[src/rtl/alu_op_sequencer.sv]
// Loads opcode/A/B byte beats into registers driving a combinational ALU, then registers result+flags (ALU_SEQ_ACC_CHAIN_EN adds a 2-beat accumulate chain).
// Latency: B beat on edge N -> out_valid after edge N+1; next opcode beat accepted no earlier than edge N+3.
// Backpressure: in_ready low in EXEC/RESP; RESP holds until out_ready; a stalled load aborts after TIMEOUT idle cycles.
module alu_op_sequencer #(
    parameter int unsigned DATA_W  = 7,
    parameter int unsigned OP_W    = 3,
    parameter int unsigned TIMEOUT = 255
) (
    input  logic              clk,
    input  logic              rst_n,
    input  logic [7:0]        in_data,
    input  logic              in_valid,
    output logic              in_ready,
    output logic [DATA_W-1:0] alu_a,
    output logic [DATA_W-1:0] alu_b,
    output logic [OP_W-1:0]   alu_opsel,
    input  logic [DATA_W-1:0] alu_result,
    input  logic              alu_carry,
    input  logic              alu_ovf,
    input  logic              alu_zero,
    input  logic              alu_neg,
    output logic [DATA_W-1:0] out_result,
    output logic [3:0]        out_flags,
    output logic              out_valid,
    input  logic              out_ready,
    output logic              timeout_pulse
);

    typedef enum logic [2:0] {
        LOAD_OP = 3'd0,
        LOAD_A  = 3'd1,
        LOAD_B  = 3'd2,
        EXEC    = 3'd3,
        RESP    = 3'd4
    } state_t;

    typedef struct packed {
        logic [DATA_W-1:0] result;
        logic [3:0]        flags;
    } resp_t;

    localparam logic [8:0] TIMEOUT_LIM = 9'(TIMEOUT);
    localparam bit         TIMEOUT_EN  = (TIMEOUT != 0);

    state_t      state_q, state_d;
    resp_t       resp_q;
    logic [7:0]  idle_cnt_q, idle_cnt_d;
    logic [8:0]  idle_inc;
    logic        timeout_pulse_d;
    logic        beat_hs;
    logic        loading;
    logic        timeout_hit;
    logic        chain_beat;
    logic        unused_in_msb;

    // Bit 7 of every beat is reserved.
    assign unused_in_msb = in_data[7];

`ifdef ALU_SEQ_ACC_CHAIN_EN
    assign chain_beat = in_data[3];
`else
    assign chain_beat = 1'b0;
`endif

    assign loading  = (state_q == LOAD_A) || (state_q == LOAD_B);
    assign in_ready = (state_q == LOAD_OP) || loading;
    assign beat_hs  = in_valid && in_ready;
    assign idle_inc = {1'b0, idle_cnt_q} + 9'd1;

    // Abort on the idle edge that brings the count up to TIMEOUT; a beat on that edge wins.
    assign timeout_hit = TIMEOUT_EN && loading && !beat_hs && (idle_inc == TIMEOUT_LIM);

    always_comb begin
        state_d         = state_q;
        idle_cnt_d      = idle_cnt_q;
        timeout_pulse_d = 1'b0;
        case (state_q)
            LOAD_OP: begin
                idle_cnt_d = 8'd0;
                if (beat_hs) begin
                    state_d = chain_beat ? LOAD_B : LOAD_A;
                end
            end
            LOAD_A, LOAD_B: begin
                if (beat_hs) begin
                    idle_cnt_d = 8'd0;
                    state_d    = (state_q == LOAD_A) ? LOAD_B : EXEC;
                end else if (timeout_hit) begin
                    idle_cnt_d      = 8'd0;
                    state_d         = LOAD_OP;
                    timeout_pulse_d = 1'b1;
                end else if (idle_cnt_q != 8'hFF) begin
                    idle_cnt_d = idle_inc[7:0];
                end
            end
            EXEC: begin
                state_d = RESP;
            end
            RESP: begin
                if (out_ready) begin
                    state_d = LOAD_OP;
                end
            end
            default: begin
                state_d    = LOAD_OP;
                idle_cnt_d = 8'd0;
            end
        endcase
    end

    always_ff @(posedge clk or negedge rst_n) begin
        if (!rst_n) begin
            state_q       <= LOAD_OP;
            idle_cnt_q    <= 8'd0;
            timeout_pulse <= 1'b0;
        end else begin
            state_q       <= state_d;
            idle_cnt_q    <= idle_cnt_d;
            timeout_pulse <= timeout_pulse_d;
        end
    end

    // ALU operand registers move only on an accepted beat, so the ALU sees stable inputs through EXEC.
    always_ff @(posedge clk or negedge rst_n) begin
        if (!rst_n) begin
            alu_opsel <= '0;
            alu_a     <= '0;
            alu_b     <= '0;
        end else if (beat_hs) begin
            case (state_q)
                LOAD_OP: begin
                    alu_opsel <= in_data[OP_W-1:0];
                    if (chain_beat) begin
                        alu_a <= resp_q.result;
                    end
                end
                LOAD_A:  alu_a <= in_data[DATA_W-1:0];
                LOAD_B:  alu_b <= in_data[DATA_W-1:0];
                default: ;
            endcase
        end
    end

    // Result register holds after out_valid drops; it also feeds the accumulate chain.
    always_ff @(posedge clk or negedge rst_n) begin
        if (!rst_n) begin
            resp_q <= '0;
        end else if (state_q == EXEC) begin
            resp_q.result <= alu_result;
            resp_q.flags  <= {alu_neg, alu_zero, alu_ovf, alu_carry};
        end
    end

    assign out_result = resp_q.result;
    assign out_flags  = resp_q.flags;
    assign out_valid  = (state_q == RESP);

endmodule

[config.mk]
export PLATFORM = sky130hd
export DESIGN_NAME = alu_op_sequencer
export DESIGN_NICKNAME = d
export VERILOG_FILES = /design/src/rtl/alu_op_sequencer.sv
export SDC_FILE = /design/constraint.sdc
export NUM_CORES = 1
export LEC_CHECK = 0
export ABC_AREA = 0
export CAP_MARGIN = 20
export CORE_ASPECT_RATIO = 1.1
export CORE_MARGIN = 2
export CORE_UTILIZATION = 49
export DETAILED_ROUTE_END_ITERATION = 6
export PLACE_DENSITY_LB_ADDON = 0.1
export SLEW_MARGIN = 20
export SYNTH_ARGS = -nofsm -noshare
export SYNTH_HDL_FRONTEND = slang
export SYNTH_SLANG_ARGS = --single-unit
export TNS_END_PERCENT = 1
[constraint.sdc]
create_clock -name clk -period 3.3 [get_ports clk]
set_clock_uncertainty 0.05 [all_clocks]
set_input_delay 0.99 -clock clk [delete_from_list [all_inputs] [get_ports clk]]
set_output_delay 0.99 -clock clk [all_outputs]
set_load 0.05 [all_outputs]
==> summary.txt, run 1 <==
capturing element type of the critical path: primary output
Internal Pwr Total: 1.34 mW
worst path cell trace: nor3b_1, clkdlybuf4s50_1
overall power consumption: 2.56 mW
final cell count without fillers: 243
root buffer cell: sky130_fd_sc_hd__clkbuf_4
Via density: 5.30
Highest Clock Rate: 0.322 GHz
mean instance size in the synthesized netlist: 12.8 sq um
y dimension of the die: 66.0 microns
CP max-delay cell: sky130_fd_sc_hd__clkdlybuf4s50_1
total half-perimeter wirelength after legalization and detailed placement: 2920 microns
total negative setup slack: 0 ns
antenna viol nets, final: 0
x dimension of the die: 60.3 microns
overflow left after global routing: 0
Routed wire per std cell: 15.9 microns
worst setup slack after placement: 0.581 ns
total number of placement rows: 22
Maximum Capacitance Violations: 0
starting density of the core: 0.514
Critical Path Source Type: flop
clock sink count: 40
count of antenna diodes in the layout: 0
number of antenna violations at the first check in global routing: 0
number of logic stages on the critical path including buffering: 2
register bit count reported by yosys: 40
number of cells on the worst hold path: 1
worst skew pair latency: 0.34 ns
logic depth of the worst register-to-register path: 4
switching power share of the total: 0.475
DIE AREA: 3980 sq um
predominant post-synthesis flop cell: sky130_fd_sc_hd__dfrtp_1
Max clock buf depth: 2
actual slew at the worst max-slew pin: 0.886 ns
clock network power share: 0.101
share of synthesized area occupied by flip-flops and latches: 0.585
total routed wirelength: 3860 microns
area of the mapped netlist: 1710 sq um
Inserted Clock Buffers: 5
origin of the critical flop-to-flop path: state_q[0]
number of enable-type register cells in the synthesized netlist: 0
Yosys warning count: 0
maximum vdd drop: 672 uV
HP Start: out_result[5]
clock edge transition at the registers on the reported setup and hold paths: 0.12 ns
switching power summed over all nets: 1.22 mW
WS Path Type: flop to primary output
pwr dens: 1090 nW/um^2
number of cells produced by synthesis: 134
pin count of the biggest net entering global routing: 41
status: completed
global router's overall resource usage: 0.221
Core Region: 3330 sq um
worst path arrival time: 2.06 ns
share of total power in combinational logic: 0.583
largest fanout on the critical path: 8
classification of the worst-slack hold path: flop to flop
proportion of register bits with asynchronous set or reset after synthesis: 1.00
worst r2r dst: idle_cnt_q[6]
layout overhead on the synthesized area: 38.0%
share of final-layout standard cells stronger than drive strength 1: 0.205
Min-Delay Endpoint: out_result[5]
number of placed instances, taps included: 235
final number of max-transition violations: 0
data required time at the worst endpoint: 2.26 ns
fill count: 250
buffers plus inverters on the worst setup path: 1
violation count after the first detailed-route iteration: 93
vias in the first global route: 1,397
commonest cells after routing, fill and taps aside: 51 x sky130_fd_sc_hd__clkdlybuf4s50_1, 40 x sky130_fd_sc_hd__dfrtp_1, 28 x sky130_fd_sc_hd__mux2_2
number of buffers inserted to repair setup after CTS: 0
Final WS setup: 0.197 ns
leakage power of the design: 0.979 nW
setup slack, reg-to-reg: 1.17 ns
DRC errors left: 0
cts repair resizes: 0
Vias: 1,287
Final Cycle Share: 0.940
# setup viols final: 0
unrepaired setup endpoints after global routing: false
worst rel slew slack: 0.409
sequential share of power: 0.316
Hold Vio Cnt, Final: 0
# H-tree levels: 2
I/O Buffers: 52
nets in the synthesized netlist: 159
Min Clock Period, post-route: 3.10 ns
most frequent standard cell in the layout excluding fill and tap cells: sky130_fd_sc_hd__clkdlybuf4s50_1
kind of cell with the highest combined delay on the critical path: buffers and inverters
quantity of hold-fixing buffers added after cts: 0
hold slack: 0.469 ns
number of placed I/O pins: 54
number of nets in the finished design: 219
routability congestion estimate: 0.842
max incr delay on CP: 0.90 ns
wire length of the first global-routing pass: 6420 microns
number of detailed-routing iterations run before antenna repair: 4
clock tree from TritonCTS: yes
distinct cell type count after synthesis: 30
-- cells in the mapped netlist (3+ instances only) --
master / count / area, sq um
sky130_fd_sc_hd__dfrtp_1: 40 / 1000
sky130_fd_sc_hd__mux2_2: 28 / 315
sky130_fd_sc_hd__nand2_1: 12 / 45.0
sky130_fd_sc_hd__nand3_1: 6 / 30.0
sky130_fd_sc_hd__nor2_1: 6 / 22.5
sky130_fd_sc_hd__nand2b_1: 4 / 25.0
sky130_fd_sc_hd__a21oi_1: 3 / 15.0
sky130_fd_sc_hd__inv_1: 3 / 11.3
sky130_fd_sc_hd__nor2b_1: 3 / 18.8
sky130_fd_sc_hd__o21ai_0: 3 / 15.0
sky130_fd_sc_hd__o21ai_1: 3 / 15.0
-- worst max path at each step --
stage | from | end | slack [ns]
after floorplan | state_q[0] | out_valid | 0.57
after global placement | state_q[0] | out_valid | 0.59
after detailed placement | state_q[0] | out_valid | 0.58
after CTS | state_q[0] | out_valid | 0.19
after global routing | state_q[0] | out_valid | 0.07
final | state_q[0] | out_valid | 0.20
-- routing by layer --
metal  vias up  track usage  part of all wire
li1        599            -                 -
met1       635        0.255              0.38
met2        47        0.380              0.53
met3         6       0.0822             0.067
met4         0       0.0583             0.016
met5         -            0                 0
-- cell type report --
class | count | area, sq um | area share
repair buffers | 54 | 531 | 0.225
multi-input cells | 90 | 694 | 0.294
inverters | 3 | 11.3 | 0.00477
clock buffers | 7 | 55.1 | 0.0233
flip-flops and latches | 40 | 1000 | 0.424
well taps | 48 | 60.1 | 0.0255
clock inverters | 1 | 7.51 | 0.00318
-- state kept, by name, indices dropped and copies added, names as in the netlist --
signal and cells:
idle_cnt_q 8, alu_a 7, alu_b 7, out_result 7, out_flags 4, alu_opsel 3, state_q 3, timeout_pulse 1
-- power by group through the flow --
stage          Combinational, mW  Sequential (mW)  Clock (mW)
2_1_floorplan              0.369             1.43           0
3_3_place_gp                1.47            0.801           0
3_5_place_dp                1.50            0.823           0
4_1_cts                     1.50            0.811       0.267
5_1_grt                     1.56            0.836       0.288
6_report                    1.49            0.809       0.259
-- kinds of logic after synthesis --
group	Yosys count	share of synthesized area
compound gates	16	0.0702
xor+xnor	2	0.0102
fa+ha+maj	2	0.0146
buf+inv	4	0.00878
flops	40	0.585
mux	28	0.184
simple gates	42	0.127
-- metrics by stage --
| stage | instance area (sq um) | utilization |
|---|---|---|
| 2_1_floorplan | 1710 | - |
| 3_3_place_gp | 2300 | 0.690 |
| 3_5_place_dp | 2300 | 0.690 |
| 4_1_cts | 2360 | 0.708 |
| 5_1_grt | 2360 | 0.708 |
| 6_report | 2360 | 0.708 |
Power figures use the tool's default switching activity.
==> run 2, diff against run 1 <==
--- a/config.mk
+++ b/config.mk
@@ -5,11 +5,11 @@
 export SDC_FILE = /design/constraint.sdc
 export NUM_CORES = 1
 export LEC_CHECK = 0
-export ABC_AREA = 0
+export ABC_AREA = 1
 export CAP_MARGIN = 20
 export CORE_ASPECT_RATIO = 1.1
 export CORE_MARGIN = 2
-export CORE_UTILIZATION = 49
+export CORE_UTILIZATION = 50
 export DETAILED_ROUTE_END_ITERATION = 6
 export PLACE_DENSITY_LB_ADDON = 0.1
 export SLEW_MARGIN = 20
==> run 2 against run 1 <==
Highest routed layer unchanged. Register-to-register slack gained 0.27 ns. Count of clock-buffer cells in the layout grew 1. Critical endpoint unchanged. Cell count grew 27%. Largest cell class unchanged. Non-clock buffer count shrank 2. Flip-flop and latch count is the same. Largest power group unchanged.
==> summary.txt, run 2 <==
x dimension of the die: 62.1 microns (was 60.3 microns)
area share of the largest cell type after synthesis: 0.539 (was 0.585)
launching instance or port of the critical path: state_q[1] (was state_q[0])
status: completed (unchanged)
number of cells produced by synthesis: 202 (was 134)
predominant post-synthesis flop cell: sky130_fd_sc_hd__dfrtp_1 (unchanged)
cell area after layout: 2510 sq um (was 2360 sq um)
root buffer cell: sky130_fd_sc_hd__clkbuf_8 (was sky130_fd_sc_hd__clkbuf_4)
buffers plus inverters on the worst setup path: 2 (was 1)
clock sink count: 40 (unchanged)
clock tree from TritonCTS: yes (unchanged)
pin count of the biggest net entering global routing: 41 (unchanged)
vias in the first global route: 1,370 (was 1,397)
Routed wire per std cell: 11.5 microns (was 15.9 microns)
maximum vdd drop: 683 uV (was 672 uV)
worst path arrival time: 1.95 ns (was 2.06 ns)
share of synthesized area occupied by flip-flops and latches: 0.539 (was 0.585)
Core Util, Final: 0.697 (was 0.708)
HP Start: alu_b[6] (was out_result[5])
leakage power of the design: 1.12 nW (was 0.979 nW)
proportion of register bits with asynchronous set or reset after synthesis: 1.00 (unchanged)
total routed wirelength: 3550 microns (was 3860 microns)
quantity of hold-fixing buffers added after cts: 0 (unchanged)
cts repair resizes: 0 (unchanged)
final cell count without fillers: 308 (was 243)
worst r2r dst: idle_cnt_q[6] (unchanged)
Vias: 1,489 (was 1,287)
largest fanout on the critical path: 6 (was 8)
Highest Clock Rate: 0.334 GHz (was 0.322 GHz)
mean instance size in the synthesized netlist: 9.20 sq um (was 12.8 sq um)
distinct cell type count after synthesis: 25 (was 30)
area of the mapped netlist: 1860 sq um (was 1710 sq um)
wire length of the first global-routing pass: 5960 microns (was 6420 microns)
antenna viol nets, final: 0 (unchanged)
nets in the synthesized netlist: 227 (was 159)
number of buffers inserted to repair setup after CTS: 0 (unchanged)
pwr dens: 1020 nW/um^2 (was 1090 nW/um^2)
Yosys warning count: 0 (unchanged)
share of final-layout standard cells stronger than drive strength 1: 0.136 (was 0.205)
leading area contributor after synthesis: sky130_fd_sc_hd__dfrtp_1 (unchanged)
global router's overall resource usage: 0.181 (was 0.221)
WS Path Type: flop to primary output (unchanged)
I/O Buffers: 52 (unchanged)
register containing the most flip-flops in the final layout: idle_cnt_q (unchanged)
data required time at the worst endpoint: 2.26 ns (about the same)
violation count after the first detailed-route iteration: 60 (was 93)
worst rel slew slack: 0.436 (was 0.409)
# setup viols final: 0 (unchanged)
top cells by count, synth: 53 x sky130_fd_sc_hd__nand2_1, 40 x sky130_fd_sc_hd__dfrtp_1, 20 x sky130_fd_sc_hd__inv_1, 20 x sky130_fd_sc_hd__o21ai_0, 14 x sky130_fd_sc_hd__nand3_1 (was 40 x sky130_fd_sc_hd__dfrtp_1, 28 x sky130_fd_sc_hd__mux2_2, 12 x sky130_fd_sc_hd__nand2_1, 6 x sky130_fd_sc_hd__nand3_1, 6 x sky130_fd_sc_hd__nor2_1)
Inserted Clock Buffers: 5 (unchanged)
max FFs per register: 8 (unchanged)
Min Clock Period, post-route: 2.99 ns (was 3.10 ns)
area after detailed placement: 2420 sq um (was 2300 sq um)
number of nets in the finished design: 282 (was 219)
final number of max-transition violations: 0 (unchanged)
DIE AREA: 4220 sq um (was 3980 sq um)
register bit count reported by yosys: 40 (unchanged)
number of placed I/O pins: 54 (unchanged)
classification of the worst-slack hold path: flop to flop (unchanged)
number of enable-type register cells in the synthesized netlist: 0 (unchanged)
unrepaired setup endpoints after global routing: false (unchanged)
cell with the most instances after synthesis: sky130_fd_sc_hd__nand2_1 (was sky130_fd_sc_hd__dfrtp_1)
fill count: 306 (was 250)
origin of the critical flop-to-flop path: idle_cnt_q[1] (was state_q[0])
# H-tree levels: 2 (unchanged)
worst skew pair latency: 0.29 ns (was 0.34 ns)
worst path cell trace: nor2_1, inv_1, nor2_1, clkdlybuf4s50_1 (was nor3b_1, clkdlybuf4s50_1)
clock edge transition at the registers on the reported setup and hold paths: 0.07 ns (was 0.12 ns)
kind of cell with the highest combined delay on the critical path: buffers and inverters (unchanged)
setup slack, reg-to-reg: 1.44 ns (was 1.17 ns)
Min-Delay Endpoint: alu_b[6] (was out_result[5])
number of cells on the worst hold path: 2 (was 1)
count of antenna diodes in the layout: 0 (unchanged)
Critical Path Source Type: flop (unchanged)
y dimension of the die: 67.9 microns (was 66.0 microns)
overflow left after global routing: 0 (unchanged)
number of placed instances, taps included: 300 (was 235)
commonest cells after routing, fill and taps aside: 53 x sky130_fd_sc_hd__nand2_1, 51 x sky130_fd_sc_hd__clkdlybuf4s50_1, 40 x sky130_fd_sc_hd__dfrtp_1 (was 51 x sky130_fd_sc_hd__clkdlybuf4s50_1, 40 x sky130_fd_sc_hd__dfrtp_1, 28 x sky130_fd_sc_hd__mux2_2)
total negative setup slack: 0 ns (unchanged)
Via density: 4.83 (was 5.30)
number of detailed-routing iterations run before antenna repair: 4 (unchanged)
CP max-delay cell: sky130_fd_sc_hd__clkdlybuf4s50_1 (unchanged)
capturing element type of the critical path: primary output (unchanged)
dominant cells by area after synthesis: sky130_fd_sc_hd__dfrtp_1 54%, sky130_fd_sc_hd__nand2_1 11%, sky130_fd_sc_hd__mux2_2 6.7% (was sky130_fd_sc_hd__dfrtp_1 59%, sky130_fd_sc_hd__mux2_2 18%, sky130_fd_sc_hd__nand2_1 2.6%)
Final Cycle Share: 0.906 (was 0.940)
routability congestion estimate: 0.851 (was 0.842)
number of antenna violations at the first check in global routing: 0 (unchanged)
Max clock buf depth: 2 (unchanged)
total number of placement rows: 23 (was 22)
logic depth of the worst register-to-register path: 10 (was 4)
most frequent cell on the critical path: sky130_fd_sc_hd__nor2_1
layout overhead on the synthesized area: 34.9% (was 38.0%)
Hold Vio Cnt, Final: 0 (unchanged)
total half-perimeter wirelength after legalization and detailed placement: 2700 microns (was 2920 microns)
actual slew at the worst max-slew pin: 0.845 ns (was 0.886 ns)
max incr delay on CP: 0.84 ns (was 0.90 ns)
DRC errors left: 0 (unchanged)
starting density of the core: 0.517 (was 0.514)
Maximum Capacitance Violations: 0 (unchanged)
Core Region: 3600 sq um (was 3330 sq um)
most frequent standard cell in the layout excluding fill and tap cells: sky130_fd_sc_hd__nand2_1 (was sky130_fd_sc_hd__clkdlybuf4s50_1)
[run 2: changes by cell type after synthesis, sizes merged, moves of 3 or more]
cell,before,now
nor2,6,16
inv,3,22
nand2,12,59
nand2b,4,0
nor2b,3,0
mux2,28,11
nand3,7,16
o21ai,6,26
[run 2: kinds of logic after synthesis]
family | count (synthesis) | synth area share
AOI/OAI and AO/OA | 29 | 0.0849
buffers and inverters | 26 | 0.0552
xor gates and xnor gates | 1 | 0.00471
DFF | 40 | 0.539
and+or+nand+nor | 93 | 0.236
adders and majority gates | 2 | 0.0135
muxes | 11 | 0.0667
[run 2: worst max-delay path by stage]
stage	to	depth (start not counted)	slack (ns)
2_1_floorplan	out_valid	3	0.95
3_3_place_gp	out_valid	4	0.61
3_5_place_dp	out_valid	4	0.62
4_1_cts	out_valid	4	0.29
5_1_grt	out_valid	4	0.20
6_report	out_valid	4	0.31
[run 2: where the power goes]
part / switching, mW / internal [mW] / leakage [nW]
registers: 0.117 / 0.682 / 0.505
clock network: 0.155 / 0.170 / 0.0455
logic: 0.957 / 0.482 / 0.567
total: 1.23 / 1.33 / 1.12
[run 2: tightest hold or removal path, stage by stage, from the launching register on]
cell                      delay [ns]
sky130_fd_sc_hd__dfrtp_1        0.35
sky130_fd_sc_hd__nand2_1        0.05
sky130_fd_sc_hd__o21ai_0        0.06
[run 2: cell type report]
| type | count | area (sq um) | share of cell area |
|---|---|---|---|
| Sequential cell | 40 | 1000 | 0.399 |
| Inverter | 22 | 82.6 | 0.0330 |
| Clock buffer | 8 | 90.1 | 0.0359 |
| Multi-Input combinational cell | 136 | 754 | 0.301 |
| Timing Repair Buffer | 52 | 515 | 0.206 |
| Tap cell | 50 | 62.6 | 0.0250 |
[run 2: metal layers]
metal	wire length [microns]	vias up	track usage	share of wire
met5	0	-	0	0
met4	41	0	0.0667	0.012
met3	171	4	0.0543	0.048
met2	1780	25	0.304	0.50
met1	1560	703	0.227	0.44
li1	-	757	-	-
[run 2: stage by stage]
step           power [mW]  hold slack (ns)  worst slack [ns]
4_1_cts              2.59            0.440             0.287
2_1_floorplan        1.79            0.421             0.948
3_3_place_gp         2.25            0.416             0.615
6_report             2.56            0.435             0.310
5_1_grt              2.72            0.461             0.202
3_5_place_dp         2.26            0.422             0.615
==> run 3, diff against run 2 <==
--- a/config.mk
+++ b/config.mk
@@ -9,7 +9,7 @@
 export CAP_MARGIN = 20
 export CORE_ASPECT_RATIO = 1.1
 export CORE_MARGIN = 2
-export CORE_UTILIZATION = 50
+export CORE_UTILIZATION = 47
 export DETAILED_ROUTE_END_ITERATION = 6
 export PLACE_DENSITY_LB_ADDON = 0.1
 export SLEW_MARGIN = 20
==> constraint.sdc (replaced) <==
create_clock -name clk -period 2.8 [get_ports clk]
set_clock_uncertainty 0.05 [all_clocks]
set_input_delay 0.84 -clock clk [delete_from_list [all_inputs] [get_ports clk]]
set_output_delay 0.84 -clock clk [all_outputs]
set_load 0.05 [all_outputs]
==> run 3 against run 2 <==
Critical path depth decreased by 3. Cell area rose by 1.0%. Die area is 6.0% higher. Hold slack better by 0.0050 ns. First-iteration DRC count up 57%. Flip-flop and latch count is the same. Register-to-register slack got worse by 0.52 ns. Combinational power grew 18%. Sequential share of layout area is 0.39 points lower. Non-clock buffer count stayed put. Critical path type unchanged. Largest cell class unchanged. Largest power group unchanged.
==> summary.txt, run 3 (synthesized netlist as in run 2, its figures left out) <==
status: completed (unchanged)
root buffer cell: sky130_fd_sc_hd__clkbuf_8 (unchanged)
quantity of hold-fixing buffers added after cts: 0 (unchanged)
vias in the first global route: 1,460 (was 1,370)
pwr dens: 1240 nW/um^2 (was 1020 nW/um^2)
I/O Buffers: 52 (unchanged)
fill count: 294 (was 306)
Vias: 1,467 (was 1,489)
worst rel slew slack: 0.437 (was 0.436)
clock tree from TritonCTS: yes (unchanged)
final number of max-transition violations: 0 (unchanged)
total number of placement rows: 23 (unchanged)
global router's overall resource usage: 0.187 (was 0.181)
register containing the most flip-flops in the final layout: idle_cnt_q (unchanged)
Min Clock Period, post-route: 2.37 ns
Hold Vio Cnt, Final: 0 (unchanged)
kind of cell with the highest combined delay on the critical path: buffers and inverters (unchanged)
layout overhead on the synthesized area: 36.2% (was 34.9%)
violation count after the first detailed-route iteration: 94 (was 60)
overflow left after global routing: 0 (unchanged)
unrepaired setup endpoints after global routing: false (unchanged)
antenna viol nets, final: 0 (unchanged)
pin count of the biggest net entering global routing: 41 (unchanged)
y dimension of the die: 69.9 microns (was 67.9 microns)
worst skew pair latency: 0.30 ns (was 0.29 ns)
Critical Path Source Type: flop (unchanged)
wire length of the first global-routing pass: 6450 microns (was 5960 microns)
Max clock buf depth: 2 (unchanged)
DIE AREA: 4470 sq um (was 4220 sq um)
WS Path Type: flop to primary output (unchanged)
Final WS setup: 0.427 ns (was 0.310 ns)
routability congestion estimate: 0.811 (was 0.851)
worst path arrival time: 1.48 ns (was 1.95 ns)
largest fanout on the critical path: 2 (was 6)
commonest cells after routing, fill and taps aside: 53 x sky130_fd_sc_hd__nand2_1, 49 x sky130_fd_sc_hd__clkdlybuf4s50_1, 40 x sky130_fd_sc_hd__dfrtp_1 (was 53 x sky130_fd_sc_hd__nand2_1, 51 x sky130_fd_sc_hd__clkdlybuf4s50_1, 40 x sky130_fd_sc_hd__dfrtp_1)
maximum vdd drop: 759 uV (was 683 uV)
share of final-layout standard cells stronger than drive strength 1: 0.147 (was 0.136)
leakage power of the design: 1.13 nW (was 1.12 nW)
count of antenna diodes in the layout: 0 (unchanged)
Highest Clock Rate: 0.421 GHz
worst path cell trace: clkdlybuf4s50_1 (was nor2_1, inv_1, nor2_1, clkdlybuf4s50_1)
area occupied by multi-input gates: 754 sq um (unchanged)
clock sink count: 40 (unchanged)
Routed wire per std cell: 12.3 microns (was 11.5 microns)
number of detailed-routing iterations run before antenna repair: 4 (unchanged)
number of nets in the finished design: 282 (unchanged)
total negative setup slack: 0 ns (unchanged)
classification of the worst-slack hold path: flop to flop (unchanged)
buffers plus inverters on the worst setup path: 1 (was 2)
# H-tree levels: 2 (unchanged)
starting density of the core: 0.501 (was 0.517)
area occupied by registers: 1000 sq um (unchanged)
DRC errors left: 0 (unchanged)
number of placed I/O pins: 54 (unchanged)
Via density: 4.76 (was 4.83)
actual slew at the worst max-slew pin: 0.844 ns (was 0.845 ns)
total half-perimeter wirelength after legalization and detailed placement: 2820 microns (was 2700 microns)
number of buffers inserted to repair setup after CTS: 0 (unchanged)
max incr delay on CP: 0.81 ns (was 0.84 ns)
Final Cycle Share: 0.848
# setup viols final: 0 (unchanged)
max FFs per register: 8 (unchanged)
total routed wirelength: 3790 microns (was 3550 microns)
cts repair resizes: 0 (unchanged)
clock edge transition at the registers on the reported setup and hold paths: 0.08 ns (was 0.07 ns)
Inserted Clock Buffers: 5 (unchanged)
Maximum Capacitance Violations: 0 (unchanged)
worst setup slack after placement: 0.370 ns (was 0.615 ns)
data required time at the worst endpoint: 1.91 ns (was 2.26 ns)
x dimension of the die: 64.0 microns (was 62.1 microns)
CP max-delay cell: sky130_fd_sc_hd__clkdlybuf4s50_1 (unchanged)
Core Region: 3710 sq um (was 3600 sq um)
capturing element type of the critical path: primary output (unchanged)
most frequent standard cell in the layout excluding fill and tap cells: sky130_fd_sc_hd__nand2_1 (unchanged)
number of antenna violations at the first check in global routing: 0 (unchanged)
-- run 3: power breakdown --
part / total (mW) / internal [mW] / switching (mW)
clock network: 0.480 / 0.268 / 0.212
logic: 1.70 / 0.565 / 1.14
registers: 0.944 / 0.803 / 0.141
total: 3.13 / 1.64 / 1.49
-- run 3: layout make-up --
| cell class | count | area share |
|---|---|---|
| Tap cell | 50 | 0.0247 |
| Inverter | 22 | 0.0326 |
| Timing Repair Buffer | 52 | 0.204 |
| Clock buffer | 5 | 0.0272 |
| Multi-Input combinational cell | 136 | 0.298 |
| Clock inverter | 3 | 0.0183 |
| Sequential cell | 40 | 0.395 |
-- run 3: per-layer routing --
| metal | vias to the layer above | part of all wire | global-route usage |
|---|---|---|---|
| met5 | - | 0 | 0 |
| met4 | 0 | 0.019 | 0.0870 |
| met3 | 5 | 0.049 | 0.0596 |
| met2 | 29 | 0.49 | 0.311 |
| met1 | 674 | 0.44 | 0.217 |
| li1 | 759 | - | - |
-- run 3: metrics by stage --
step / instance area [sq um] / hold slack (ns) / cells / utilization / total power [mW]
detailed placement: 2410 / 0.423 / 300 / 0.650 / 2.67
global placement: 2410 / 0.418 / 300 / 0.650 / 2.65
finish: 2530 / 0.440 / 308 / 0.682 / 3.13
global route: 2530 / 0.472 / 308 / 0.682 / 3.31
CTS: 2530 / 0.441 / 308 / 0.681 / 3.16
floorplan: 1860 / 0.421 / 202 / - / 2.10
-- run 3: worst paths after layout --
check	endpoint	depth (start not counted)	slack, ns	start
min in group asynchronous	alu_opsel[1]	1	0.60	rst_n
min reg2reg	alu_b[0]	2	0.44	alu_b[0]
max in group asynchronous	out_result[5]	1	1.58	rst_n
max reg2reg	idle_cnt_q[0]	10	0.92	idle_cnt_q[1]
max	alu_opsel[1]	1	0.43	alu_opsel[1]
min	alu_b[0]	2	0.44	alu_b[0]
-- run 3: worst min-delay path: stages, from the launching register on --
cell,delay [ns]
sky130_fd_sc_hd__dfrtp_1,0.35
sky130_fd_sc_hd__nand2_1,0.05
sky130_fd_sc_hd__o21ai_0,0.06
